**src/rtl/frame_stream_reader.sv**
```systemverilog
`default_nettype none
// ============================================================================
//  Module      : frame_stream_reader
//  Description : Plays a stored grayscale frame out of a synchronous-read
//                memory as a valid/ready pixel stream with sof/eol/eof flags.
//  Revision    : 1.0 - initial release
// ============================================================================
module frame_stream_reader #(
    parameter int IMG_WIDTH  = 640,
    parameter int IMG_HEIGHT = 480,
    parameter int W          = 8,
    parameter int ADDR_W     = 19
) (
    input  logic              clk,
    input  logic              rst_n,
    input  logic              start,
    input  logic              abort,
    output logic              busy,
    output logic              done,
    output logic              mem_rd_en,
    output logic [ADDR_W-1:0] mem_addr,
    input  logic [W-1:0]      mem_rd_data,
    output logic              y_valid,
    input  logic              y_ready,
    output logic [W-1:0]      y_data,
    output logic              y_sof,
    output logic              y_eol,
    output logic              y_eof
);

    localparam int c_PIX   = IMG_WIDTH * IMG_HEIGHT;
    localparam int c_COL_W = (IMG_WIDTH  > 1) ? $clog2(IMG_WIDTH)  : 1;
    localparam int c_ROW_W = (IMG_HEIGHT > 1) ? $clog2(IMG_HEIGHT) : 1;

    typedef enum logic [1:0] {
        S_IDLE  = 2'd0,
        S_RUN   = 2'd1,
        S_DRAIN = 2'd2
    } state_t;

    state_t               r_state;
    state_t               w_state_nxt;
    logic [ADDR_W-1:0]    r_rd_addr;
    logic                 r_inflight;
    logic [1:0]           r_cnt;
    logic [W-1:0]         r_head;
    logic [W-1:0]         r_tail;
    logic [c_COL_W-1:0]   r_col;
    logic [c_ROW_W-1:0]   r_row;
    logic                 r_done;

    logic                 w_pop;
    logic                 w_push;
    logic                 w_last_rd;
    logic                 w_col_last;
    logic                 w_row_last;
    logic                 w_last_px;
    logic [2:0]           w_occ;

    assign w_pop      = y_valid && y_ready;
    assign w_push     = r_inflight;
    assign w_col_last = (r_col == c_COL_W'(IMG_WIDTH - 1));
    assign w_row_last = (r_row == c_ROW_W'(IMG_HEIGHT - 1));
    assign w_last_px  = w_col_last && w_row_last;
    assign w_last_rd  = (r_rd_addr == ADDR_W'(c_PIX - 1));

    // Credit: entries held plus the read in flight, minus the one leaving now.
    assign w_occ      = {1'b0, r_cnt} + {2'b00, r_inflight} - {2'b00, w_pop};
    assign mem_rd_en  = (r_state == S_RUN) && !abort && (w_occ < 3'd2);
    assign mem_addr   = r_rd_addr;

    assign y_valid    = (r_cnt != 2'd0);
    assign y_data     = r_head;
    assign y_sof      = y_valid && (r_row == '0) && (r_col == '0);
    assign y_eol      = y_valid && w_col_last;
    assign y_eof      = y_valid && w_last_px;

    assign busy       = (r_state != S_IDLE);
    assign done       = r_done;

    always_comb begin
        w_state_nxt = r_state;
        case (r_state)
            S_IDLE:  if (start)                  w_state_nxt = S_RUN;
            S_RUN:   if (mem_rd_en && w_last_rd) w_state_nxt = S_DRAIN;
            S_DRAIN: if (w_pop && w_last_px)     w_state_nxt = S_IDLE;
            default:                             w_state_nxt = S_IDLE;
        endcase
        if (abort) begin
            w_state_nxt = S_IDLE;
        end
    end

    always_ff @(posedge clk) begin
        if (!rst_n) begin
            r_state    <= S_IDLE;
            r_done     <= 1'b0;
            r_inflight <= 1'b0;
            r_cnt      <= 2'd0;
            r_head     <= '0;
            r_tail     <= '0;
            r_rd_addr  <= '0;
            r_col      <= '0;
            r_row      <= '0;
        end else begin
            r_state <= w_state_nxt;
            r_done  <= (r_state == S_DRAIN) && w_pop && w_last_px && !abort;

            // Abort drops queued pixels and the pending read return.
            if (abort) begin
                r_inflight <= 1'b0;
                r_cnt      <= 2'd0;
            end else begin
                r_inflight <= mem_rd_en;
                case ({w_push, w_pop})
                    2'b10: begin
                        if (r_cnt == 2'd0) r_head <= mem_rd_data;
                        else               r_tail <= mem_rd_data;
                        r_cnt <= r_cnt + 2'd1;
                    end
                    2'b01: begin
                        r_head <= r_tail;
                        r_cnt  <= r_cnt - 2'd1;
                    end
                    2'b11: begin
                        if (r_cnt == 2'd1) begin
                            r_head <= mem_rd_data;
                        end else begin
                            r_head <= r_tail;
                            r_tail <= mem_rd_data;
                        end
                    end
                    default: ;
                endcase
            end

            if ((r_state == S_IDLE) && start) begin
                r_rd_addr <= '0;
                r_col     <= '0;
                r_row     <= '0;
            end else begin
                if (mem_rd_en && !w_last_rd) begin
                    r_rd_addr <= r_rd_addr + ADDR_W'(1);
                end
                if (w_pop) begin
                    if (w_col_last) begin
                        r_col <= '0;
                        r_row <= w_row_last ? '0 : r_row + c_ROW_W'(1);
                    end else begin
                        r_col <= r_col + c_COL_W'(1);
                    end
                end
            end
        end
    end

    always_ff @(posedge clk) begin
        if (rst_n && !abort) begin
            assert (!(w_push && !w_pop && (r_cnt == 2'd2)))
                else $error("frame_stream_reader: output FIFO overflow");
        end
    end

endmodule
`default_nettype wire

```
**config.mk**
```make
export PLATFORM = sky130hd
export DESIGN_NAME = frame_stream_reader
export DESIGN_NICKNAME = d
export VERILOG_FILES = /design/src/rtl/frame_stream_reader.sv
export SDC_FILE = /design/constraint.sdc
export NUM_CORES = 1
export LEC_CHECK = 0
export BUFFER_PORTS_ARGS = -buffer_cell sky130_fd_sc_hd__buf_2
export CAP_MARGIN = 10
export CORE_UTILIZATION = 50
export CTS_CLUSTER_DIAMETER = 150
export DETAILED_ROUTE_END_ITERATION = 16
export PLACE_DENSITY = 0.8
export SLEW_MARGIN = 20
export SYNTH_ARGS = -nofsm -noshare
export SYNTH_HDL_FRONTEND = slang
export SYNTH_SLANG_ARGS = --single-unit
```
**constraint.sdc**
```tcl
create_clock -name clk -period 3.5 [get_ports clk]
set_clock_uncertainty 0.2 [all_clocks]
set_input_delay 0.175 -clock clk [delete_from_list [all_inputs] [get_ports clk]]
set_output_delay 0.175 -clock clk [all_outputs]
set_load 0.02 [all_outputs]
```
==> impl.org, run 1 <==
** Routing
- Vias :: 2,738
- Antenna Violating Nets Remaining :: 0
- Post-DR wirelength/cell :: around 14 um
- For this block, the routed nets add up to 6.82 mm of wire.
- Detailed Route Iter0 Violations :: 206
- After detailed routing, the number of remaining DRC violations is 0.
- After detailed routing, the number of vias per cell comes to 5.75.
- The first detailed-routing pass ran for 4 iterations.

** CTS
- TritonCTS built the clock tree.
- Library cell used as clock root buffer :: sky130_fd_sc_hd__clkbuf_8
- Total number of clock tree sinks :: 60
- In this run, CTS created clock tree buffers numbering 9.
- Once the clock tree was built, the resizer swapped 0 gates to a different size.
- Clock latency on the worst-skew pair, taken at its later pin, is 0.34 ns.
- The clock passes through at most 2 buffers.
- After clock tree synthesis, the flow added hold-fix buffers numbering 9.
- The number of setup buffers added after CTS is 0.
- Clock-pin slew was measured on the worst setup and hold paths at 0.07 ns.
- H-tree levels :: 3

** Critical path
- STA classifies the critical path startpoint as a flop.
- Setup CP Type :: flop to flop
- STA classifies the critical path endpoint as a flop.
- Data required time at the worst endpoint :: 3.55 ns
- The worst register-to-register path has a depth of 10.
- Critical path data arrival time :: 3.23 ns
- Maximum fanout along the worst path :: 9

** Placed design
- Total of buffers placed on input and output ports :: 46
- Placer congestion estimate :: 0.842
- Final HPWL from detailed placement :: 4.72 mm
- Prior to clock tree synthesis, the placed netlist has a worst setup slack of 0.319 ns.

** STA
- Crit share post-route :: 90.8%
- Actual transition at the worst max-transition pin :: 0.915 ns
- Unrepaired setup endpoints after global routing :: no
- Subtracting the final worst setup slack from the clock period gives 3.18 ns.
- Setup violations remaining at the end of the flow were counted as 0.
- Summed over all failing endpoints, the final setup total negative slack is 0 ns.
- Maximum clock rate :: 315 MHz
- The final count of hold timing violations was 0.
- The number of max-slew violations in the final report is 0.
- The worst pin sits at a relative slew slack of 39.0%.
- Final worst-path setup slack :: 0.323 ns

** Layout
- Number of nets in the layout :: 417
- Util after Layout :: 60.5%
- Summing all multi-input logic gate instances after layout gives roughly 1700 um^2.
- Number of antenna repair diodes :: 0
- The filler cells instantiated in the layout total 522.
- The area growth from synthesis to layout is 16.7%.
- Proportion of layout cells with a drive suffix above 1 :: 17.7%
- In the final layout, flip-flops and latches occupy 1200 um^2.

** Logic synthesis
- Biggest area consumer among synthesized cells :: sky130_fd_sc_hd__dfxtp_1
- Warnings from Yosys :: 0
- Seq cells post-synth :: 60
- Share of the synthesized area in the top cell type :: 39.4%
- The mapped netlist covers 3050 um^2.
- By area the synthesized netlist is led by sky130_fd_sc_hd__dfxtp_1 (39%), sky130_fd_sc_hd__mux2i_1 (7.6%), sky130_fd_sc_hd__nor2_1 (4.4%).
- Mapped Cells :: roughly 340
- Count of unique library cells instantiated by Yosys :: 47
- Sequential cells were found to cover between 30% and 40% of the synthesized design area.
- The number of nets handed over by synthesis was around 360.
- Mean cell area of the mapped netlist :: about 8.9 um^2

** Power
- IR analysis of the VDD net gives a maximum drop of 0.271 mV.
- The analysis attributes to cell leakage a power of 1.47 nW.
- Power density of the placed cells :: roughly 370 nW/um^2

** Floorplanning
- The total area inside the core boundary comes to 5890 um^2.
- The die is 80.1 um wide.
- Die Height :: 80.1 um
- In this run the count of I/O pins placed on the die edge is 47.
- Effective utilization at floorplan :: roughly half
- The floorplan step defined a die boundary enclosing around 6400 um^2.
- In this run the core area contains 28 standard-cell rows.

** Min path
- Hold Path Cell Cnt :: 3
- The path class of the tightest hold or removal check is input port to flop.

** Global route
- The via count of the first global-routing pass is 2,392.
- Maximum number of pins on one net before global-route repair :: 23
- Summed over all layers, the global routing overflow is 0.
- Combined global-route utilization of all metal layers :: 22.4%
- The first global-routing pass estimated 11.1 mm of wire.
- The number of antenna violations at the first check in global routing is 0.

** Flow run
- Max cap viols :: 0

** Status
- The run finished with clean final reports.
[path summary, 6_finish.rpt]
path | start | end | slack [ns]
hold / removal | rst_n | r_inflight | 0.07
setup / recovery | r_cnt[1] | mem_addr[9] | 0.32
hold reg to reg | mem_addr[11] | mem_addr[11] | 0.29
setup reg to reg | r_cnt[1] | mem_addr[9] | 0.32
[cells in the final DEF (no fill, tap or decap), types with 4 or more instances in the layout]
master	n
sky130_fd_sc_hd__a211oi_1	13
sky130_fd_sc_hd__a21oi_1	19
sky130_fd_sc_hd__and3_1	5
sky130_fd_sc_hd__and4_1	5
sky130_fd_sc_hd__buf_2	46
sky130_fd_sc_hd__clkbuf_8	12
sky130_fd_sc_hd__dfxtp_1	60
sky130_fd_sc_hd__dlygate4sd3_1	9
sky130_fd_sc_hd__ha_1	7
sky130_fd_sc_hd__inv_1	11
sky130_fd_sc_hd__mux2i_1	23
sky130_fd_sc_hd__nand2_1	34
sky130_fd_sc_hd__nand3_1	11
sky130_fd_sc_hd__nand4_1	10
sky130_fd_sc_hd__nor2_1	36
sky130_fd_sc_hd__nor3_1	4
sky130_fd_sc_hd__nor4_1	7
sky130_fd_sc_hd__o21ai_0	9
sky130_fd_sc_hd__o31ai_1	7
sky130_fd_sc_hd__or3_1	10
sky130_fd_sc_hd__or4_1	9
sky130_fd_sc_hd__xor2_1	8
[flip-flops by register name, summed over array words and instances, names as in the netlist]
register,cells
r_cnt,2
r_col,10
r_tail,8
r_row,9
r_inflight,1
r_state,2
done,1
y_data,8
mem_addr,19
[critical path, stage by stage, from the launching register on]
cell and delay [ns]:
sky130_fd_sc_hd__dfxtp_1 0.44, sky130_fd_sc_hd__inv_1 0.11, sky130_fd_sc_hd__ha_1 0.20, sky130_fd_sc_hd__nor2b_1 0.20, sky130_fd_sc_hd__xnor2_1 0.17, sky130_fd_sc_hd__nand2_1 0.11
sky130_fd_sc_hd__fa_1 0.48, sky130_fd_sc_hd__and4bb_2 0.30, sky130_fd_sc_hd__nand3_1 0.28, sky130_fd_sc_hd__or4_1 0.48, sky130_fd_sc_hd__a21oi_1 0.14
[cell type report]
type	instances	share of cell area, %
well taps	75	2.64
inverters	11	1.16
flip-flops and latches	60	33.8
clock buffers	15	4.96
multi-input cells	256	47.7
repair buffers	58	9.63
clock inverters	1	0.141
[synthesized netlist by cell type (all sizes together)]
library cell  instances
a311oi                1
fa                    1
nor3                  4
nand3                13
o211a                 1
nand2                34
and2                  3
and4                  5
nand4b                1
o31ai                 7
xnor2                 4
nand4                12
or2                   1
inv                  11
a2111o                3
and4bb                1
buf                  11
and3                  5
nor3b                 4
xor2                  8
nor2b                 2
or3                  10
and4b                 2
nor4                  7
mux2i                23
a31oi                 2
a211oi               13
ha                    7
nor4b                 2
or4                   9
dfxtp                60
a41oi                 1
clkbuf                4
nor4bb                1
a21oi                20
o21ai                10
nor2                 36
nand2b                3
[power breakdown]
part / internal, mW / switching, mW / leakage, nW
clock network: 0.315 / 0.256 / 0.0937
logic: 0.0273 / 0.0406 / 0.893
registers: 0.686 / 0.00252 / 0.483
[stage by stage]
stage | instances | hold slack [ns] | power [mW] | cell area, um^2
global route | 476 | 0.121 | 1.37 | 3560
detailed placement | 451 | 0.235 | 0.763 | 3290
global placement | 451 | 0.222 | 0.761 | 3290
CTS | 476 | 0.0700 | 1.33 | 3560
floorplan | 342 | 0.119 | 0.741 | 3050
finish | 476 | 0.0723 | 1.33 | 3560
[kinds of logic (layout without fill, tap and decap cells)]
logic type               Yosys count  count (layout)  synth area share, %
AND/OR/NAND/NOR                  155             155                 28.5
flip-flops                        60              60                 39.4
AO/OA/AOI/OAI                     58              58                 12.4
buffers and inverters             26              85                 4.88
multiplexers                      23              23                 7.55
XOR/XNOR                          12              12                 3.69
adder cells (fa/ha/maj)            8               8                 3.53
[metal layers]
| layer | vias to the layer above | part of all wire [%] | track usage, % | routed length (um) |
|---|---|---|---|---|
| met2 | 70 | 48 | 35.9 | 3290 |
| met4 | 0 | 1.7 | 9.29 | 113 |
| met1 | 1295 | 45 | 29.7 | 3100 |
| met3 | 12 | 4.7 | 3.64 | 319 |
| met5 | - | 0 | 0 | 0 |
| li1 | 1361 | - | - | - |
Power figures use the tool's default switching activity.
==> run 2: changes to the inputs <==
BUFFER_PORTS_ARGS = default   (was -buffer_cell sky130_fd_sc_hd__buf_2)
DONT_BUFFER_PORTS = 1   (was default)
PLACE_DENSITY = default   (was 0.8)
==> run 2 against run 1 <==
  * Wire length decreased by 1.1%
  * Sequential share of layout area rose by 1.2 points
  * Sequential power about the same
  * Clock-buffer cell count is 5 lower
==> impl.org, run 2 (synthesis gave the netlist of run 1 again) <==
** CTS
- CTS buffer count :: 9
- Library cell used as clock root buffer :: sky130_fd_sc_hd__clkbuf_8
- CTS tree :: yes
- Clock slew at the register clock pins of the worst setup and hold paths :: approximately 0.08 ns
- H-tree levels :: 3
- The clock reaches the later pin of the worst-skew pair after 0.34 ns.
- Counting along the longest clock path gives a buffer depth of 2.
- Total number of clock tree sinks :: 60
- Number of buffers inserted by post-CTS setup repair :: 0

** Critical path
- Along the worst path, the maximum fanout reaches 9.
- Setup CP Type :: flop to flop
- The most critical setup path has its startpoint at r_cnt[1].
- In this run the number of cells on the critical path is 10.
- For this run, the slowest stage of the critical path takes roughly 0.5 ns.
- Crit path cell chain :: inv_1 > ha_1 > nor2b_1 > xnor2_1 > nand2_1 > fa_1 > and4bb_2 > nand3_1 > or4_1 > a21oi_1
- Start of the worst register-to-register path :: r_cnt[1]
- STA classifies the critical path endpoint as a flop.
- Data required time at the worst endpoint :: 3.58 ns
- Reg2Reg Depth :: 10
- Highest-delay cell along the critical path :: sky130_fd_sc_hd__or4_1
- Cell type group with the largest total delay on the critical path :: simple AND/OR/NAND/NOR gates
- Startpoint type of the worst setup path :: flop
- Together, buffers and inverters on the worst path number 1.
- Critical path data arrival time :: 3.27 ns

** Floorplanning
- The floorplan step set the die height to 80.1 um.
- Std-Cell Core Area :: roughly 5900 um^2
- Effective utilization at floorplan :: between 50% and 60%
- Number of placed I/O pins :: 47
- Die Span X :: 80.1 um
- Die area :: 6410 um^2
- Placement Rows :: 28

** Routing
- The routed layout has about 2,600 vias.
- Post-DR wirelength/cell :: about 16 um
- In the routed design, unresolved DRC markers number 0.
- Before antenna repair, the detailed router went through 4 iterations.
- In this run the remaining antenna-violating nets after routing total 0.
- Dividing the detail-routed via count by the number of cells gives 5.91.
- Final Routed Wirelength :: 6.75 mm
- Detailed Route Iter0 Violations :: 96

** Layout
- Number of flip-flops under the largest register name :: 19
- Commonest non-fill, non-tap cell in the layout :: sky130_fd_sc_hd__dfxtp_1
- In the layout the commonest cells are sky130_fd_sc_hd__dfxtp_1 (60), sky130_fd_sc_hd__nor2_1 (36), sky130_fd_sc_hd__nand2_1 (34).
- Final std cell area, no fill :: 3440 um^2
- Proportion of layout cells with a drive suffix above 1 :: 8.33%
- Compared with the post-synthesis result, the final layout area differs by 12.9%.
- Number of nets in the layout :: 376
- Measured on the finished design, the core utilization comes to between 50% and 60%.
- The number of antenna diodes in the final layout is 0.

** Placed design
- Input and output buffers added on the ports amount to 0.
- Once detailed placement completed, the half-perimeter wirelength came to 4.52 mm.
- Placer congestion estimate :: 0.791
- In this run the cell area measured after placement is 3070 um^2.
- Worst Setup Slack post-DPL :: about 0.32 ns

** Global route
- The number of antenna violations at the first check in global routing was 0.
- After global routing the overflow that remains totals 0.
- Maximum number of pins on one net before global-route repair :: 23
- The via count of the first global-routing pass is 2,298.
- Wire length of the first global-routing pass :: 11.2 mm
- Combined global-route utilization of all metal layers :: about 23%

** Power
- Summed over all cells, the static leakage comes to about 1.3 nW.
- Largest voltage drop on the vdd net :: roughly 0.26 mV
- Power spread over the standard cell area amounts to 445 nW/um^2.

** STA
- Hold is met by between 0.03 and 0.04 ns.
- Actual transition at the worst max-transition pin :: 0.823 ns
- Unrepaired setup endpoints after global routing :: no
- Number of max-slew violations in the final report :: 0
- Max-slew headroom :: 45.0%
- The worst path in the final design needs a cycle of 3.19 ns, including I/O delays and setup.
- After layout, the worst setup slack is 0.307 ns.
- For the final routed database, the setup TNS stands at 0 ns.
- Maximum clock rate :: 313 MHz
- Final count of negative-setup-slack endpoints :: 0
- The worst path uses 91.2% of the clock period.
- The final count of hold timing violations came to 0.

** Min path
- Hold Path Cell Cnt :: 2
- Worst Hold Launch :: rst_n
- Hold WC Path Type :: input port to flop

** Status
- Result of the run :: completed

** Flow run
- Max-cap violations in this run came to 0.
## run 2: cell count changes in the layout (fill, tap and decap cells not counted), sizes merged
cell	change
buf	-44
dlygate4sd3	+3
clkinv	+1
clkbuf	-5
clkinvlp	+1
bufinv	+3
## run 2: routing by layer
metal  routed length (um)  part of all wire [%]  vias up  track usage [%]
met5                    0                     0        -                0
met2                 3020                    45       56             34.6
met1                 3280                    49     1221             30.6
met3                  329                   4.9       11             6.82
li1                     -                     -     1284                -
met4                  111                   1.6        0             8.57
## run 2: report_power, final
| part | total, mW | internal (mW) | switching (mW) | leakage [nW] |
|---|---|---|---|---|
| Combinational | 0.0583 | 0.0237 | 0.0347 | 0.679 |
| Sequential | 0.690 | 0.685 | 0.00498 | 0.483 |
| Clock | 0.781 | 0.492 | 0.289 | 0.122 |
## run 2: timing repair
action / 4_1_cts / 5_1_grt
setup endpoints to repair: 0 / 0
gates resized for setup: 0 / 0
endpoints found under the hold margin: 24 / 0
hold buffers: 12 / 0
## run 2: final timing paths
kind,slack (ns),to
min reg2reg,0.29,r_state[0]
max reg2reg,0.31,mem_addr[9]
max,0.31,mem_addr[9]
min,0.04,r_col[0]
## run 2: cell type report
class / instances / area (um^2)
clock buffers: 10 / 138
clock inverters: 6 / 111
fillers: 534 / 2440
inverters: 11 / 41.3
multi-input cells: 256 / 1700
flip-flops and latches: 60 / 1200
well taps: 75 / 93.8
repair buffers: 17 / 158
## run 2: worst register-to-register path: cells and delay by family (launching register included)
family                   cells  cell delay [ns]
AO/OA/AOI/OAI                1             0.14
flip-flops                   1             0.44
XOR/XNOR                     1             0.16
buffers and inverters        1             0.11
adder cells (fa/ha/maj)      2             0.68
AND/OR/NAND/NOR              5             1.40
## run 2: per-stage QoR
step	power, mW	std cells
after floorplan	0.741	342
after global placement	0.752	407
after detailed placement	0.752	407
after CTS	1.54	435
after global routing	1.59	435
final	1.53	435
==> run 3: changes to the inputs <==
BUFFER_PORTS_ARGS = -buffer_cell sky130_fd_sc_hd__buf_2   (was default)
DONT_BUFFER_PORTS = default   (was 1)
PLACE_DENSITY = 0.72   (was default)
==> run 3 against run 2 <==
  * Utilization increased by 2.6 points
  * Design area grew 4.4%
  * Hold slack improved by 0.020 ns
  * Register-to-register slack improved by 0.04 ns
  * First-iteration DRC count is 28% higher
  * Non-clock buffer count rose by 41
  * Clock power decreased by 12%
  * Power down 5.8%
  * Critical path depth unchanged
  * Largest cell class unchanged
  * Highest routed layer unchanged
==> impl.org, run 3 (synthesis gave the netlist of run 1 again) <==
** Status
- The run finished with clean final reports.

** Critical path
- Startpoint type of the worst setup path :: flop
- Along the worst path, the maximum fanout reaches 9.
- The worst setup path is captured at a primary output.
- By instance count, the cell type seen most on the critical path is sky130_fd_sc_hd__inv_1.
- Data arrives at the worst endpoint at ~2.8 ns.
- Crit path cell chain :: inv_1 > ha_1 > buf_4 > nand2b_1 > nor2_1 > fa_1 > and4bb_2 > nand2_1 > inv_1 > buf_2
- Delay of the slowest critical-path stage :: 0.44 ns
- Setup CP Type :: flop to primary output
- Data required time at the worst endpoint :: between 3 and 4 ns
- Highest-delay cell along the critical path :: sky130_fd_sc_hd__dfxtp_1

** Layout
- Commonest non-fill, non-tap cells in the layout :: sky130_fd_sc_hd__dfxtp_1 (60), sky130_fd_sc_hd__buf_2 (46), sky130_fd_sc_hd__nor2_1 (36)
- Number of nets in the layout :: 417
- Measured on the finished design, the core utilization comes to 61.1%.
- From synthesis to final layout, the design area changed by 17.9%.
- After filler insertion, the fill cell instance count of the layout stands at 546.
- Number of flip-flops under the largest register name :: 19
- Number of antenna repair diodes :: 0
- The finished cells cover 3590 um^2.
- Cells with a size suffix above 1 make up 18.2% of the layout.
- Excluding fillers, the count of instances in the completed layout stands at 476.
- The library cell used most frequently in the layout, excluding fill and tap cells, is sky130_fd_sc_hd__dfxtp_1.

** CTS
- The longest clock path from root to sink contains 2 buffers.
- H-tree levels :: 3
- Clock slew at the register clock pins of the worst setup and hold paths :: ~0.060 ns
- Library cell used as clock root buffer :: sky130_fd_sc_hd__clkbuf_8
- At the later pin of the worst-skew pair, clock insertion delay measures about 0.33 ns.
- The number of clock buffers added by TritonCTS is 9.
- Total number of clock tree sinks :: 60
- CTS tree :: yes

** Floorplanning
- Die Height :: around 80 um
- The core region is 5890 um^2.
- Pin placement for this block handled 47 I/O pins.
- The floorplan step defined a die boundary enclosing 6410 um^2.
- From left edge to right edge, the die measures 80.1 um.
- Row generation in the floorplan step produced 28 rows.
- Effective utilization at floorplan :: 51.8%

** Power
- Leak :: 1.49 nW
- Switching Fraction :: 21.6%
- Internal Dissipation :: approximately 1.1 mW
- For this design the ratio of total power to cell area is around 400 nW/um^2.
- Largest voltage drop on the vdd net :: ~0.27 mV
- Summed over all nets, the switching power comes to 0.311 mW.
- Overall power consumption after layout is estimated at 1.44 mW.
- Clock network power share :: 47.6%
- Sequential cells burn 47.8% of the power.
- Per report_power, the combinational group accounts for 4.7% of the total.

** Routing
- For this run, design rule violations remaining after detail routing come to 0.
- TritonRoute pass-1 iters :: 4
- The routed design has 6.79 mm of wire.
- In the final routed layout, each cell accounts on average for 14.3 um.
- Once detail routing completed, the nets flagged for antenna violations numbered 0.
- Vias :: about 2,700
- Detail-routed via count per cell :: approximately 5.7
- Detailed Route Iter0 Violations :: 123

** Placed design
- Cell Area, Placed :: 3290 um^2
- Final HPWL from detailed placement :: 4.69 mm
- Prior to clock tree synthesis, the placed netlist has a worst setup slack of 0.332 ns.
- Placer congestion estimate :: approximately 0.82
- Once placement completed, the tool counted placed cells totaling around 450.
- Total of buffers placed on input and output ports :: between 40 and 50

** STA
- Actual transition at the worst max-transition pin :: 0.984 ns
- The worst path in the final design needs a cycle of between 3 and 4 ns, including I/O delays and setup.
- After layout, the worst setup slack is around 0.33 ns.
- Timing would allow up to 316 MHz.
- Number of max-slew violations in the final report :: 0
- Measured against its own limit, the worst slew margin works out to 34.4%.
- Setup violations remaining at the end of the flow were counted as 0.
- Worst hold slack after final layout :: 0.0566 ns
- Hold Fails Final Rpt :: 0
- Crit share post-route :: 90.5%
- Unrepaired setup endpoints after global routing :: no
- Summed over all failing endpoints, the final setup total negative slack is 0 ns.

** Flow run
- Max cap viols :: 0

** Global route
- Maximum number of pins on one net before global-route repair :: 23
- Summed over all layers, the global routing overflow is 0.
- Antenna violations before repair :: 0
- Across every metal layer, demand over resource in global routing totals between 20% and 30%.
- The via count of the first global-routing pass is around 2,400.
- Wire length of the first global-routing pass :: 11.3 mm

** Min path
- Hold WC Path Type :: input port to flop
[run 3: cell count changes in the layout (fill, tap and decap cells not counted), sizes merged]
| cell | before | now |
|---|---|---|
| clkbuf | 10 | 11 |
| dlygate4sd3 | 12 | 9 |
| clkinvlp | 1 | 0 |
| buf | 5 | 49 |
| bufinv | 3 | 2 |
| clkinv | 2 | 3 |
[run 3: power groups by stage]
stage / Sequential [mW] / Clock, mW / Combinational [mW]
final: 0.688 / 0.685 / 0.0673
after global routing: 0.688 / 0.730 / 0.0744
after CTS: 0.688 / 0.695 / 0.0675
after detailed placement: 0.703 / 0 / 0.0598
after global placement: 0.703 / 0 / 0.0584
after floorplan: 0.705 / 0 / 0.0359
[run 3: cell type report]
class                           instances  area (um^2)  area share (%)
Clock buffer                           11          141            3.93
Multi-Input combinational cell        256         1700            47.2
Timing Repair Buffer                   58          343            9.54
Sequential cell                        60         1200            33.4
Tap cell                               75         93.8            2.61
Clock inverter                          5         75.1            2.09
Inverter                               11         41.3            1.15
[run 3: per-layer routing]
layer	wire length (um)	vias up	GRT usage (%)
met4	119	0	10.2
met3	300	9	4.66
met2	3150	71	36.0
met1	3230	1280	30.1
met5	0	-	0
li1	-	1360	-
[run 3: critical path, delay by kind of cell, from the launching register on]
| family | cells | cell delay [ns] |
|---|---|---|
| buffers and inverters | 4 | 0.55 |
| flip-flops | 1 | 0.44 |
| adder cells (fa/ha/maj) | 2 | 0.63 |
| AND/OR/NAND/NOR | 4 | 0.86 |
[run 3: timing repair]
action                    4_1_cts  5_1_grt
hold buffers                    9        0
hold endpoints to repair       12        0
resized for setup               0        0
buffers inserted                0        0
[run 3: worst paths after layout]
check	from	to	slack [ns]	cells past startpoint
min	rst_n	r_state[1]	0.06	3
max	r_cnt[1]	mem_rd_en	0.33	10
min reg2reg	mem_addr[11]	mem_addr[11]	0.29	2
max reg2reg	r_cnt[1]	mem_addr[9]	0.35	10
